[src/rtl/my_video_filter_acc_norm.sv]
// Accumulates unsigned product groups, normalises each sum by SHIFT and saturates it to an OUT_W pixel.
// Optional round-half-up normalisation: define MY_VIDEO_FILTER_ACC_NORM_ROUND_EN.
module my_video_filter_acc_norm #(
    parameter int PROD_W   = 32,
    parameter int ACC_W    = 40,
    parameter int OUT_W    = 8,
    parameter int SHIFT    = 8,
    parameter int MAX_TAPS = 16
) (
    input  logic              ap_clk,
    input  logic              ap_rst,
    input  logic [PROD_W-1:0] prod_data,
    input  logic              prod_valid,
    input  logic              prod_last,
    output logic              prod_ready,
    output logic [OUT_W-1:0]  pix_data,
    output logic              pix_valid,
    input  logic              pix_ready,
    output logic              taps_err
);

    localparam int CNT_W = $clog2(MAX_TAPS + 1);

    localparam logic [0:0] ST_IDLE  = 1'b0;
    localparam logic [0:0] ST_ACCUM = 1'b1;

    localparam logic [ACC_W-1:0] PIX_MAX = ACC_W'({OUT_W{1'b1}});

    logic [0:0]       state_q, state_d;
    logic [ACC_W-1:0] acc_q, acc_d;
    logic [CNT_W-1:0] cnt_q, cnt_d;
    logic [OUT_W-1:0] pix_data_q, pix_data_d;
    logic             pix_valid_q, pix_valid_d;
    logic             taps_err_q, taps_err_d;

    logic             beat_acc;
    logic [ACC_W-1:0] acc_base;
    logic [ACC_W:0]   sum_ext;
    logic [ACC_W-1:0] sum_sat;
    logic [CNT_W-1:0] cnt_inc;
    logic             hit_max;
    logic             grp_close;
    logic [ACC_W-1:0] rnd_sum;
    logic [ACC_W-1:0] norm;
    logic [OUT_W-1:0] pix_next;

`ifdef MY_VIDEO_FILTER_ACC_NORM_ROUND_EN
    localparam logic [ACC_W-1:0] RND_HALF =
        (SHIFT == 0) ? '0 : (ACC_W'(1) << ((SHIFT > 0) ? SHIFT - 1 : 0));
    logic [ACC_W:0] rnd_ext;
`endif

    // Ready is combinational from pix_ready so a pixel can drain and a new one load in one edge.
    assign prod_ready = !pix_valid_q || pix_ready;
    assign pix_data   = pix_data_q;
    assign pix_valid  = pix_valid_q;
    assign taps_err   = taps_err_q;

    always_comb begin
        beat_acc  = prod_valid && prod_ready;
        acc_base  = (state_q == ST_IDLE) ? '0 : acc_q;
        sum_ext   = {1'b0, acc_base} + {{(ACC_W + 1 - PROD_W){1'b0}}, prod_data};
        // Once saturated, any further nonzero add carries again, so all-ones is sticky.
        sum_sat   = sum_ext[ACC_W] ? {ACC_W{1'b1}} : sum_ext[ACC_W-1:0];
        cnt_inc   = cnt_q + CNT_W'(1);
        hit_max   = (cnt_inc == CNT_W'(MAX_TAPS));
        grp_close = prod_last || hit_max;

`ifdef MY_VIDEO_FILTER_ACC_NORM_ROUND_EN
        rnd_ext = {1'b0, sum_sat} + {1'b0, RND_HALF};
        rnd_sum = rnd_ext[ACC_W] ? {ACC_W{1'b1}} : rnd_ext[ACC_W-1:0];
`else
        rnd_sum = sum_sat;
`endif

        norm     = rnd_sum >> SHIFT;
        pix_next = (norm > PIX_MAX) ? {OUT_W{1'b1}} : norm[OUT_W-1:0];
    end

    always_comb begin
        state_d     = state_q;
        acc_d       = acc_q;
        cnt_d       = cnt_q;
        pix_data_d  = pix_data_q;
        pix_valid_d = pix_valid_q;
        taps_err_d  = taps_err_q;

        if (pix_valid_q && pix_ready) begin
            pix_valid_d = 1'b0;
        end

        if (beat_acc) begin
            if (grp_close) begin
                state_d     = ST_IDLE;
                acc_d       = '0;
                cnt_d       = '0;
                pix_data_d  = pix_next;
                pix_valid_d = 1'b1;
                if (hit_max && !prod_last) begin
                    taps_err_d = 1'b1;
                end
            end else begin
                state_d = ST_ACCUM;
                acc_d   = sum_sat;
                cnt_d   = cnt_inc;
            end
        end
    end

    always_ff @(posedge ap_clk) begin
        if (ap_rst) begin
            state_q     <= ST_IDLE;
            acc_q       <= '0;
            cnt_q       <= '0;
            pix_data_q  <= '0;
            pix_valid_q <= 1'b0;
            taps_err_q  <= 1'b0;
        end else begin
            state_q     <= state_d;
            acc_q       <= acc_d;
            cnt_q       <= cnt_d;
            pix_data_q  <= pix_data_d;
            pix_valid_q <= pix_valid_d;
            taps_err_q  <= taps_err_d;
        end
    end

endmodule

[config.mk]
export PLATFORM = sky130hd
export DESIGN_NAME = my_video_filter_acc_norm
export DESIGN_NICKNAME = d
export VERILOG_FILES = /design/src/rtl/my_video_filter_acc_norm.sv
export SDC_FILE = /design/constraint.sdc
export NUM_CORES = 1
export LEC_CHECK = 0
export BUFFER_PORTS_ARGS = -buffer_cell sky130_fd_sc_hd__buf_2
export CAP_MARGIN = 30
export CORE_MARGIN = 2
export CORE_UTILIZATION = 55
export CTS_CLUSTER_DIAMETER = 50
export DETAILED_ROUTE_END_ITERATION = 8
export GPL_TIMING_DRIVEN = 1
export HOLD_SLACK_MARGIN = 0.15
export PLACE_DENSITY = 0.8
export RECOVER_POWER = 100
export SLEW_MARGIN = 10
export SYNTH_ARGS = -nofsm -noshare
export SYNTH_HDL_FRONTEND = slang
export SYNTH_SLANG_ARGS = --single-unit
[constraint.sdc]
create_clock -name ap_clk -period 3.3 [get_ports ap_clk]
set_clock_uncertainty 0.1 [all_clocks]
set_input_delay 0.165 -clock ap_clk [delete_from_list [all_inputs] [get_ports ap_clk]]
set_output_delay 0.165 -clock ap_clk [all_outputs]
set_load 0.005 [all_outputs]
==> summary.md, run 1 <==
| Metric | Value |
|---|---|
| Status | complete, but fails checks |
| Failing checks | design-rule violations, negative setup slack |
| Vias | 6,209 |
| Remaining global-route overflow | 0 |
| DR pass1 iterations | 9 |
| Synthesized area per cell | 7.24 µm² |
| Slew HR | 0.487 |
| Comb pwr share | 0.313 |
| Syn Inst Count | 703 |
| Diodes inserted | 0 |
| DRC Markers | 1 |
| Pint | 1.08 mW |
| Seq pwr share | 0.439 |
| Fin crit period | 3.35 ns |
| Part of the Yosys area used for sequential elements | 0.220 |
| Post-route insts no fill | 927 |
| Peak VDD IR | 0.000305 V |
| Max Clk Rate | 298 MHz |
| Starting density of the core | 0.559 |
| Top cells by area, synth | dfxtp_1 22%, a21oi_1 8.9%, ha_1 8.1%, nand2_1 6.0%, o21ai_0 4.9% |
| First-pass GRT wire length | 26.9 mm |
| Endpoints failing setup | 8 |
| Cell count after placement | 899 |
| Clk root buf | clkbuf_8 |
| Overall Power | 1.64 mW |
| WP data required | 3.42 ns |
| P&R area growth vs syn | 37.4% |
| Gr usage total | 0.330 |
| R2r setup slk | -0.05 ns |
| Reg clk slew, reported paths | 0.11 ns |
| Slew Limit Fails | 0 |
| PD cells | 234 nW/µm² |
| Layout net count | 886 |
| Detailed Route Iter0 Violations | 805 |
| Fin crit share | 1.02 |
| Max capacitance violation total | 0 |
| Die height | 100 µm |
| Initial antenna violation count | 0 |
| Routed Antenna Nets | 0 |
| Wirelength, routed | 18.9 mm |
| Yosys warning total | 0 |
| Ys flop type | dfxtp_1 |
| Syn Std Cell Area | 5090 µm² |
| R2R Path End | pix_data[1]$_SDFFE_PP0P_ |
| Placed Area | 5960 µm² |
| Worst r2r src | state_q$_SDFFE_PP0P_ |
| Crit path kind | reg2reg |
| Filler Cell Count | 604 |
| Worst hold path class | in2reg |
| TritonCTS Buffers | 5 |
| R2r worst-path depth | 14 |
| Post-route cell area | 6990 µm² |
| LEAKAGE | 2.84 nW |
| Hold wc startpoint | prod_valid |
| RSZ-0062 raised after global routing | yes |
| Clock power frac | 0.248 |
| Site Rows | 35 |
| Library cells used by synthesis | 82 |
| Pin count of the biggest net entering global routing | 57 |
| Num ports | 48 |
| Post-DP HPWL | 12.3 mm |
| Avg WL per Cell | 20.4 µm |
| Hold EP | acc_q[39]$_SDFFE_PP0P_ |
| Final Hold Vio Count | 0 |
| Total die area | 10,000 µm² |
| Setup crit end kind | flop |
| Critical path launch point type | flop |
| Setup TNS | -0.338 ns |
| CTS Sinks | 56 |
| Final GP Congestion | 1.08 |
| Final WS setup | -0.0527 ns |
| Clk buf depth | 2 |
| Most frequent cells in the layout | 88 x buf_4, 78 x nand2_1, 74 x a21oi_1 |
| Layout cells sized above 1 | 0.349 |
| WHS | 0.215 ns |
| Core Area | 9110 µm² |
| Utilization after layout | 0.768 |
| Hold path depth | 3 |
| EDFF count, synth | 0 |
| Switching share of total power | 0.338 |
| Horiz. Die Dim | 100 µm |
| Crit-path max FO | 8 |
| Port bufs | 47 |
| CTS tree | yes |
| Synthesis-stage register bit count | 56 |
| Psw | 554 µW |
| Number of global-route vias before repair | 5,606 |
| Post-synthesis net count | 774 |
| Via density | 6.70 |
| Place WS | -0.140 ns |
| Worst skew pair latency | 0.32 ns |
| Synth top area share | 0.220 |
| Commonest non-fill, non-tap cell in the layout | buf_4 |
| CP Data Arrival Time | 3.47 ns |
| Async S/R FF share, synth | 0 |
| Worst Max-Slew Pin Slew | 0.768 ns |
| Area leader, netlist | dfxtp_1 |
| H-tree levels | 2 |
==> cells by family (layout without fill, tap and decap cells) <==
logic type                 count (synthesis)  after routing  synth area share
xor gates and xnor gates                  16             16            0.0275
buffers and inverters                     51            164            0.0492
DFF                                       56             56             0.220
AOI/OAI and AO/OA                        253            253             0.316
adders and majority gates                 34             34            0.0851
and+or+nand+nor                          284            284             0.284
muxes                                      9              9            0.0187
==> worst max-delay path, stage by stage (launching register included) <==
cell      delay [ns]
dfxtp_4         0.40
buf_8           0.15
and2_4          0.14
ha_4            0.29
o211ai_1        0.13
o211ai_1        0.33
nand3_2         0.15
a21o_4          0.26
buf_12          0.13
a211oi_4        0.30
mux2i_2         0.32
mux2i_2         0.12
buf_6           0.17
nor3_2          0.16
a21oi_1         0.09
==> layer usage <==
| layer | vias to the layer above | global-route usage | part of all wire |
|---|---|---|---|
| li1 | 2797 | - | - |
| met1 | 2897 | 0.451 | 0.39 |
| met2 | 433 | 0.556 | 0.47 |
| met3 | 82 | 0.0327 | 0.10 |
| met4 | 0 | 0.0948 | 0.038 |
| met5 | - | 0 | 0 |
==> Yosys cell counts, types with 4 or more instances <==
cell / count
a21oi_1: 90
nand2_1: 81
dfxtp_1: 56
nor2_1: 55
o21ai_0: 50
and2_1: 38
ha_1: 33
clkbuf_1: 27
nor3_1: 25
nand3_1: 23
a21o_1: 20
a22oi_1: 14
o21bai_1: 13
and3_1: 12
xnor2_1: 11
buf_2: 9
nand4_1: 9
inv_1: 7
mux2i_1: 7
o21a_1: 7
a31oi_1: 6
nand2b_1: 6
xor2_1: 5
a211oi_1: 4
and4_1: 4
o2111ai_1: 4
o211ai_1: 4
o21ai_1: 4
or3_1: 4
==> repair_timing <==
action	4_1_cts	5_1_grt
pin swaps	12	52
endpoints found under the setup margin	8	13
setup buffers	4	11
hold buffers	2	1
resized for setup	40	107
gates cloned	0	1
endpoints found under the hold margin	3	5
==> cell type report <==
type                    instances  area, µm²  share of cell area
clock buffers                   5       68.8             0.00984
clock inverters                 3       26.3             0.00376
inverters                       7       26.3             0.00376
multi-input cells             596       4500               0.644
flip-flops and latches         56       1120               0.161
well taps                     111        139              0.0199
repair buffers                149       1110               0.158
==> how the worst max path moves through the flow <==
stage                                     from                       end  slack [ns]  cells past startpoint
after floorplan           state_q$_SDFFE_PP0P_  pix_data[1]$_SDFFE_PP0P_       0.004                     15
after global placement    state_q$_SDFFE_PP0P_  pix_data[1]$_SDFFE_PP0P_       -0.12                     12
after detailed placement  state_q$_SDFFE_PP0P_  pix_data[1]$_SDFFE_PP0P_       -0.14                     13
after CTS                 state_q$_SDFFE_PP0P_  pix_data[3]$_SDFFE_PP0P_       0.004                     13
after global routing      state_q$_SDFFE_PP0P_  pix_data[6]$_SDFFE_PP0P_       -0.12                     14
final                     state_q$_SDFFE_PP0P_  pix_data[1]$_SDFFE_PP0P_       -0.05                     14
==> state kept, by name (all words and copies together) (netlist names) <==
register   count
taps_err       1
pix_data       8
cnt_q          5
acc_q         40
pix_valid      1
state_q        1
==> power by group through the flow <==
stage / Clock (mW) / Combinational [mW] / Sequential (mW)
2_1_floorplan: 0 / 0.257 / 0.727
3_3_place_gp: 0 / 0.379 / 0.729
3_5_place_dp: 0 / 0.391 / 0.730
4_1_cts: 0.409 / 0.421 / 0.715
5_1_grt: 0.435 / 0.542 / 0.722
6_report: 0.406 / 0.512 / 0.720
Power figures use the tool's default switching activity.
==> run 2: changes to the inputs <==
- ABC_AREA: unset -> 1
- CORE_UTILIZATION: 55 -> 56
- PLACE_DENSITY: 0.8 -> 0.79
==> summary.md, run 2 <==
| Metric | Value |
|---|---|
| DR pass1 iterations | 5 (-4) |
| R2r setup slk | 0.18 ns (+0.24 ns) |
| Site Rows | 36 (+2.9%) |
| Post-synthesis net count | 1,089 (+41%) |
| Slew Limit Fails | 0 (unchanged) |
| Hold wc startpoint | prod_data[0] |
| Avg WL per Cell | 13.9 µm (-32%) |
| XOR/XNOR Fraction of Synth Area | 0.0253 (-0.00219) |
| Horiz. Die Dim | 103 µm (+3.2%) |
| Most common cell in the netlist | nand2_1 |
| Worst hold path class | in2reg |
| Yosys warning total | 0 (unchanged) |
| R2R Path End | pix_data[7]$_SDFFE_PP0P_ |
| Num ports | 48 (unchanged) |
| Crit-path most repeated cell | nand2_1 |
| Worst r2r src | state_q$_SDFFE_PP0P_ |
| CTS tree | yes |
| Utilization after layout | 0.627 (-0.140) |
| Remaining global-route overflow | 0 (unchanged) |
| TritonCTS Buffers | 5 (unchanged) |
| Syn Std Cell Area | 5530 µm² (+8.7%) |
| Simple-gate area share of the yosys netlist | 0.454 (+0.170) |
| Synthesized area per cell | 5.43 µm² (-25%) |
| Comb pwr share | 0.242 (-0.071) |
| Largest family of logic cells by synthesized area | simple AND/OR/NAND/NOR gates |
| Setup crit end kind | flop |
| Layout cells sized above 1 | 0.100 (-0.249) |
| CTS Sinks | 56 (unchanged) |
| Endpoints failing setup | 0 (-8) |
| Top cells by area, synth | nand2_1 27%, dfxtp_1 20%, inv_1 12%, ha_1 7.5%, nor2_1 7.3% |
| First-pass GRT wire length | 26.0 mm (-3.3%) |
| Final Hold Vio Count | 0 (unchanged) |
| Fin crit period | 3.12 ns (-0.235 ns) |
| WHS | 0.213 ns (-0.00141 ns) |
| Async S/R FF share, synth | 0 (unchanged) |
| Clk buf depth | 2 (unchanged) |
| Reg clk slew, reported paths | 0.10 ns (about the same) |
| R2r worst-path depth | 17 (+3) |
| Detailed Route Iter0 Violations | 433 (-46%) |
| Wirelength, routed | 16.6 mm (-12%) |
| Flip-flop count of the largest register after layout | 40 (unchanged) |
| Slowest cell on crit path | dfxtp_1 |
| Commonest non-fill, non-tap cell in the layout | nand2_1 |
| WP data required | 3.42 ns (about the same) |
| Pint | 969 µW (-11%) |
| Crit path kind | reg2reg |
| Hold path depth | 4 (+1) |
| Via density | 5.10 (-24%) |
| Register area | 1120 µm² (-0.33%) |
| Clk root buf | clkbuf_8 |
| Library cells used by synthesis | 36 (-56%) |
| Port bufs | 47 (unchanged) |
| Crit-path max FO | 24 (+16) |
| Biggest register | acc_q |
| EDFF count, synth | 0 (unchanged) |
| Psw | 478 µW (-14%) |
| Hold EP | acc_q[0]$_SDFFE_PP0P_ |
| H-tree levels | 2 (unchanged) |
| Slew HR | 0.345 (-0.142) |
| Final GP Congestion | 1.04 (-4.6%) |
| Routed Antenna Nets | 0 (unchanged) |
| Filler Cell Count | 1,011 (+67%) |
| Worst Max-Slew Pin Slew | 0.983 ns (+0.215 ns) |
| Cell chain of the critical path | buf_12 > nand2_1 > inv_1 > ha_1 > nand2_2 > inv_1 > a21oi_2 > nand2_1 > nand3b_1 > xnor2_2 > nand2_1 > nor2_1 > nand2_1 > nor2_4 > nand3_1 > nand2_1 > inv_1 |
| Critical path launch point type | flop |
| Adder-cell area share of the yosys netlist | 0.0783 (-0.00678) |
| Switching share of total power | 0.331 (-0.00750) |
| Overall Power | 1.45 mW (-12%) |
| Max capacitance violation total | 0 (unchanged) |
| Layout net count | 1,136 (+28%) |
| Part of the Yosys area used for sequential elements | 0.203 (-0.0175) |
| Seq pwr share | 0.498 (+0.059) |
| Syn Inst Count | 1,018 (+45%) |
| Die height | 103 µm (+3.2%) |
| CP Data Arrival Time | 3.24 ns (-0.23 ns) |
| Cell count after placement | 1,184 (+32%) |
| Number of global-route vias before repair | 5,313 (-5.2%) |
| LEAKAGE | 3.53 nW (+24%) |
| Synthesis-stage register bit count | 56 (unchanged) |
| Post-DP HPWL | 13.6 mm (+10%) |
| Most frequent cells in the layout | 396 x nand2_1, 182 x inv_1, 103 x nor2_1 |
| Pin count of the biggest net entering global routing | 48 (-16%) |
| Status | completed |
| Gr usage total | 0.317 (-0.0132) |
| Final WS setup | 0.182 ns (+0.235 ns) |
| Mux contribution to synthesized area | 0 (-0.0187) |
| PD cells | 238 nW/µm² (+1.7%) |
| DRC Markers | 0 (-1) |
| Initial antenna violation count | 0 (unchanged) |
| Synth top area share | 0.271 (+0.0506) |
| Starting density of the core | 0.571 (+0.0123) |
| Ys flop type | dfxtp_1 |
| Bufs and invs on worst path | 4 (+1) |
| Max stage delay on crit path | 0.40 ns (about the same) |
| Area leader, netlist | nand2_1 |
| Post-route insts no fill | 1,198 (+29%) |
| Diodes inserted | 0 (unchanged) |
| Footprint of the multi-input gates | 3630 µm² (-19%) |
| Vias | 6,109 (-1.6%) |
| Max Clk Rate | 321 MHz (+7.5%) |
| Fin crit share | 0.945 (-0.0713) |
| Core Area | 9680 µm² (+6.3%) |
| Crit-path leading delay family | simple AND/OR/NAND/NOR gates |
| Area fraction in compound gates after synthesis | 0.0907 (-0.225) |
| P&R area growth vs syn | 9.89% |
| Clock power frac | 0.260 (+0.012) |
| Place WS | 0.121 ns (+0.261 ns) |
| Peak VDD IR | 0.000387 V (+27%) |
| Most frequent cells after synthesis | 399 x nand2_1, 182 x inv_1, 107 x nor2_1 |
| Worst skew pair latency | 0.32 ns (about the same) |
| Total die area | 10,700 µm² (+6.4%) |
## run 2: worst max path at each step
stage                          from                       end  slack (ns)  depth (start not counted)
4_1_cts        state_q$_SDFFE_PP0P_  pix_data[7]$_SDFFE_PP0P_         0.1                         22
5_1_grt        state_q$_SDFFE_PP0P_  pix_data[7]$_SDFFE_PP0P_       -0.02                         19
3_3_place_gp   state_q$_SDFFE_PP0P_  pix_data[6]$_SDFFE_PP0P_        0.15                         17
2_1_floorplan  state_q$_SDFFE_PP0P_  pix_data[3]$_SDFFE_PP0P_        0.39                         23
3_5_place_dp   state_q$_SDFFE_PP0P_  pix_data[7]$_SDFFE_PP0P_        0.12                         22
6_report       state_q$_SDFFE_PP0P_  pix_data[7]$_SDFFE_PP0P_        0.18                         17
## run 2: what timing repair did
item | CTS | global route
gates resized for setup | 0 | 16
endpoints found under the setup margin | 0 | 8
buffers inserted | 0 | 4
hold endpoints to repair | 3 | 0
hold buffers | 2 | 0
## run 2: metrics by stage
stage | instance area [µm²] | TNS (ns)
after global placement | 5890 | 0
after CTS | 5990 | 0
after floorplan | 5530 | 0
final | 6080 | 0
after detailed placement | 5890 | 0
after global routing | 6080 | -0.0349
## run 2: layout make-up
| class | count | area share |
|---|---|---|
| well taps | 133 | 0.0274 |
| inverters | 186 | 0.115 |
| multi-input cells | 753 | 0.598 |
| repair buffers | 63 | 0.0614 |
| clock buffers | 5 | 0.0113 |
| flip-flops and latches | 56 | 0.185 |
| clock inverters | 2 | 0.00206 |
## run 2: per-layer routing
layer,vias up,part of all wire,GRT usage
li1,3185,-,-
met1,2670,0.49,0.486
met2,226,0.41,0.463
met3,28,0.079,0.0282
met4,0,0.029,0.107
met5,-,0,0
## run 2: tightest hold or removal path, delay by kind of cell
family	cells	cell delay, ns
buf+inv	1	0.10
compound gates	2	0.20
fa+ha+maj	1	0.12
## run 2: power by group through the flow
stage	Combinational (mW)	Clock, mW	Sequential (mW)
after floorplan	0.226	0	0.731
after global placement	0.337	0	0.736
after detailed placement	0.335	0	0.735
after CTS	0.339	0.385	0.720
after global routing	0.391	0.399	0.723
final	0.351	0.376	0.721
## run 2: kinds of logic after synthesis
| family | after synthesis |
|---|---|
| AOI/OAI and AO/OA | 96 |
| xor gates and xnor gates | 16 |
| and+or+nand+nor | 607 |
| buffers and inverters | 209 |
| adders and majority gates | 34 |
| DFF | 56 |
==> run 3: changes to the inputs <==
- CAP_MARGIN: 30 -> 20
- HOLD_SLACK_MARGIN: 0.15 -> unset
- PLACE_DENSITY: 0.79 -> 0.84
==> summary.md, run 3 (synthesis gave the netlist of run 2 again) <==
| Metric | Value |
|---|---|
| Starting density of the core | 0.571 (unchanged) |
| Avg WL per Cell | 14.1 µm (+1.4%) |
| Hold EP | pix_valid$_SDFF_PP0_ |
| CTS Hold Buffers Added | 0 (-2) |
| Post-route insts no fill | 1,195 (-0.25%) |
| Cell chain of the critical path | buf_12 > nand2_1 > inv_1 > ha_1 > nand2_1 > inv_1 > a21oi_1 > nand2_1 > nand3b_1 > xnor2_1 > nand2_1 > nor2_1 > nand2_1 > nor2_4 > nand3_1 > nand2_1 > inv_1 |
| Initial antenna violation count | 0 (unchanged) |
| Endpoints failing setup | 0 (unchanged) |
| Psw | 516 µW (+7.9%) |
| Num ports | 48 (unchanged) |
| Clk buf depth | 2 (unchanged) |
| Clk root buf | clkbuf_8 |
| Worst skew pair latency | 0.33 ns (about the same) |
| Layout net count | 1,132 (-0.35%) |
| DRC Markers | 0 (unchanged) |
| Final GP Congestion | 1.04 (about the same) |
| WP data required | 3.44 ns (+0.02 ns) |
| Fin crit period | 3.17 ns (+0.0570 ns) |
| PD cells | 247 nW/µm² (+3.7%) |
| Crit-path most repeated cell | nand2_1 |
| Worst Max-Slew Pin Slew | 1.14 ns (+0.157 ns) |
| Layout cells sized above 1 | 0.0942 (-0.00631) |
| P&R area growth vs syn | 9.30% |
| Hold wc startpoint | pix_ready |
| Clock power frac | 0.286 (+0.026) |
| Worst hold path class | in2reg |
| Hold path depth | 4 (unchanged) |
| Biggest register | acc_q |
| Final Hold Vio Count | 0 (unchanged) |
| DR pass1 iterations | 5 (unchanged) |
| Pin count of the biggest net entering global routing | 56 (+17%) |
| Comb pwr share | 0.232 (-0.010) |
| Crit-path max FO | 23 (-4.2%) |
| Wirelength, routed | 16.8 mm (+1.1%) |
| LEAKAGE | 3.52 nW (-0.41%) |
| Slew HR | 0.234 (-0.111) |
| Routed Antenna Nets | 0 (unchanged) |
| Peak VDD IR | 0.000257 V (-33%) |
| Gr usage total | 0.328 (+0.0110) |
| CP Data Arrival Time | 3.31 ns (+0.07 ns) |
| Number of global-route vias before repair | 5,599 (+5.4%) |
| Total die area | 10,700 µm² (unchanged) |
| Setup crit end kind | flop |
| Horiz. Die Dim | 103 µm (unchanged) |
| Filler Cell Count | 1,010 (-0.099%) |
| Fin crit share | 0.962 (+0.0173) |
| Most frequent cells in the layout | 398 x nand2_1, 182 x inv_1, 105 x nor2_1 |
| Crit path kind | reg2reg |
| R2r setup slk | 0.13 ns (-0.06 ns) |
| Max stage delay on crit path | 0.39 ns (about the same) |
| Critical path launch point type | flop |
| Max Clk Rate | 315 MHz (-1.8%) |
| Crit-path leading delay family | simple AND/OR/NAND/NOR gates |
| Commonest non-fill, non-tap cell in the layout | nand2_1 |
| R2R Path End | pix_data[0]$_SDFFE_PP0P_ |
| CTS Sinks | 56 (unchanged) |
| Utilization after layout | 0.624 (-0.00336) |
| Cell count after placement | 1,182 (-0.17%) |
| Detailed Route Iter0 Violations | 566 (+31%) |
| Post-DP HPWL | 13.4 mm (-1.1%) |
| CTS tree | yes |
| Via density | 5.15 (+0.99%) |
| R2r worst-path depth | 17 (unchanged) |
| Reg clk slew, reported paths | 0.12 ns (+0.02 ns) |
| Status | completed |
| Seq pwr share | 0.482 (-0.016) |
| Die height | 103 µm (unchanged) |
| Vias | 6,154 (+0.74%) |
| Slew Limit Fails | 0 (unchanged) |
| Switching share of total power | 0.346 (+0.0152) |
| Pint | 977 µW (+0.79%) |
| Site Rows | 36 (unchanged) |
| Diodes inserted | 0 (unchanged) |
| First-pass GRT wire length | 27.2 mm (+4.8%) |
| Worst r2r src | state_q$_SDFFE_PP0P_ |
| Max capacitance violation total | 0 (unchanged) |
| Flip-flop count of the largest register after layout | 40 (unchanged) |
| TritonCTS Buffers | 5 (unchanged) |
| H-tree levels | 2 (unchanged) |
| Slowest cell on crit path | xnor2_1 |
| Remaining global-route overflow | 0 (unchanged) |
| Bufs and invs on worst path | 4 (unchanged) |
| Core Area | 9680 µm² (unchanged) |
| Port bufs | 47 (unchanged) |
## run 3: changes by cell type in the layout (fill, tap and decap cells not counted), moves of 2 or more
| cell | previous run | this run |
|---|---|---|
| buf_4 | 10 | 7 |
| nand2_4 | 0 | 2 |
| nand2_2 | 8 | 5 |
| buf_2 | 43 | 41 |
| nor2_2 | 7 | 5 |
| nor2_1 | 103 | 105 |
| nand2_1 | 396 | 398 |
| clkbuf_1 | 4 | 6 |
| dlygate4sd3_1 | 2 | 0 |
## run 3: layer usage
layer | part of all wire | vias up | global-route usage
met5 | 0 | - | 0
met4 | 0.024 | 0 | 0.0911
met3 | 0.089 | 32 | 0.0598
met2 | 0.43 | 276 | 0.505
met1 | 0.46 | 2683 | 0.470
li1 | - | 3163 | -
## run 3: how the worst max path moves through the flow
stage | startpoint | end | slack (ns) | cells past startpoint
after global placement | state_q$_SDFFE_PP0P_ | pix_data[6]$_SDFFE_PP0P_ | 0.15 | 23
after CTS | state_q$_SDFFE_PP0P_ | pix_data[1]$_SDFFE_PP0P_ | 0.08 | 22
after floorplan | state_q$_SDFFE_PP0P_ | pix_data[3]$_SDFFE_PP0P_ | 0.39 | 23
after global routing | state_q$_SDFFE_PP0P_ | pix_data[0]$_SDFFE_PP0P_ | -0.003 | 23
final | state_q$_SDFFE_PP0P_ | pix_data[0]$_SDFFE_PP0P_ | 0.13 | 17
after detailed placement | state_q$_SDFFE_PP0P_ | pix_data[1]$_SDFFE_PP0P_ | 0.12 | 23
## run 3: cell type report
class                           count  area, µm²  share of cell area
Tap cell                          133        166              0.0275
Clock inverter                      3       27.5             0.00455
Clock buffer                        5       68.8              0.0114
Sequential cell                    56       1120               0.186
Timing Repair Buffer               58        328              0.0542
Inverter                          186        701               0.116
Multi-Input combinational cell    754       3630               0.601
## run 3: worst min-delay path: stages
cell and delay [ns]:
buf_2 0.08, inv_1 0.03, nand2_1 0.08, a21oi_1 0.07
## run 3: timing repair
item / in CTS / in global routing
resized for setup: 0 / 14
buffers inserted: 0 / 4
endpoints found under the setup margin: 0 / 9
## run 3: power by group through the flow
stage	clock network [mW]	registers [mW]	logic [mW]
floorplan	0	0.731	0.226
global placement	0	0.733	0.335
detailed placement	0	0.733	0.336
CTS	0.441	0.718	0.338
global route	0.466	0.723	0.384
finish	0.427	0.719	0.346
## run 3: stage by stage
stage / hold slack [ns] / setup WS [ns] / power [mW] / cell area, µm² / setup TNS (ns)
floorplan: 0.251 / 0.388 / 0.956 / 5530 / 0
global placement: 0.348 / 0.151 / 1.07 / 5870 / 0
detailed placement: 0.356 / 0.118 / 1.07 / 5880 / 0
CTS: 0.0320 / 0.0804 / 1.50 / 5980 / 0
global route: 0.0518 / -0.00316 / 1.57 / 6040 / -0.00316
finish: 0.0368 / 0.126 / 1.49 / 6040 / 0
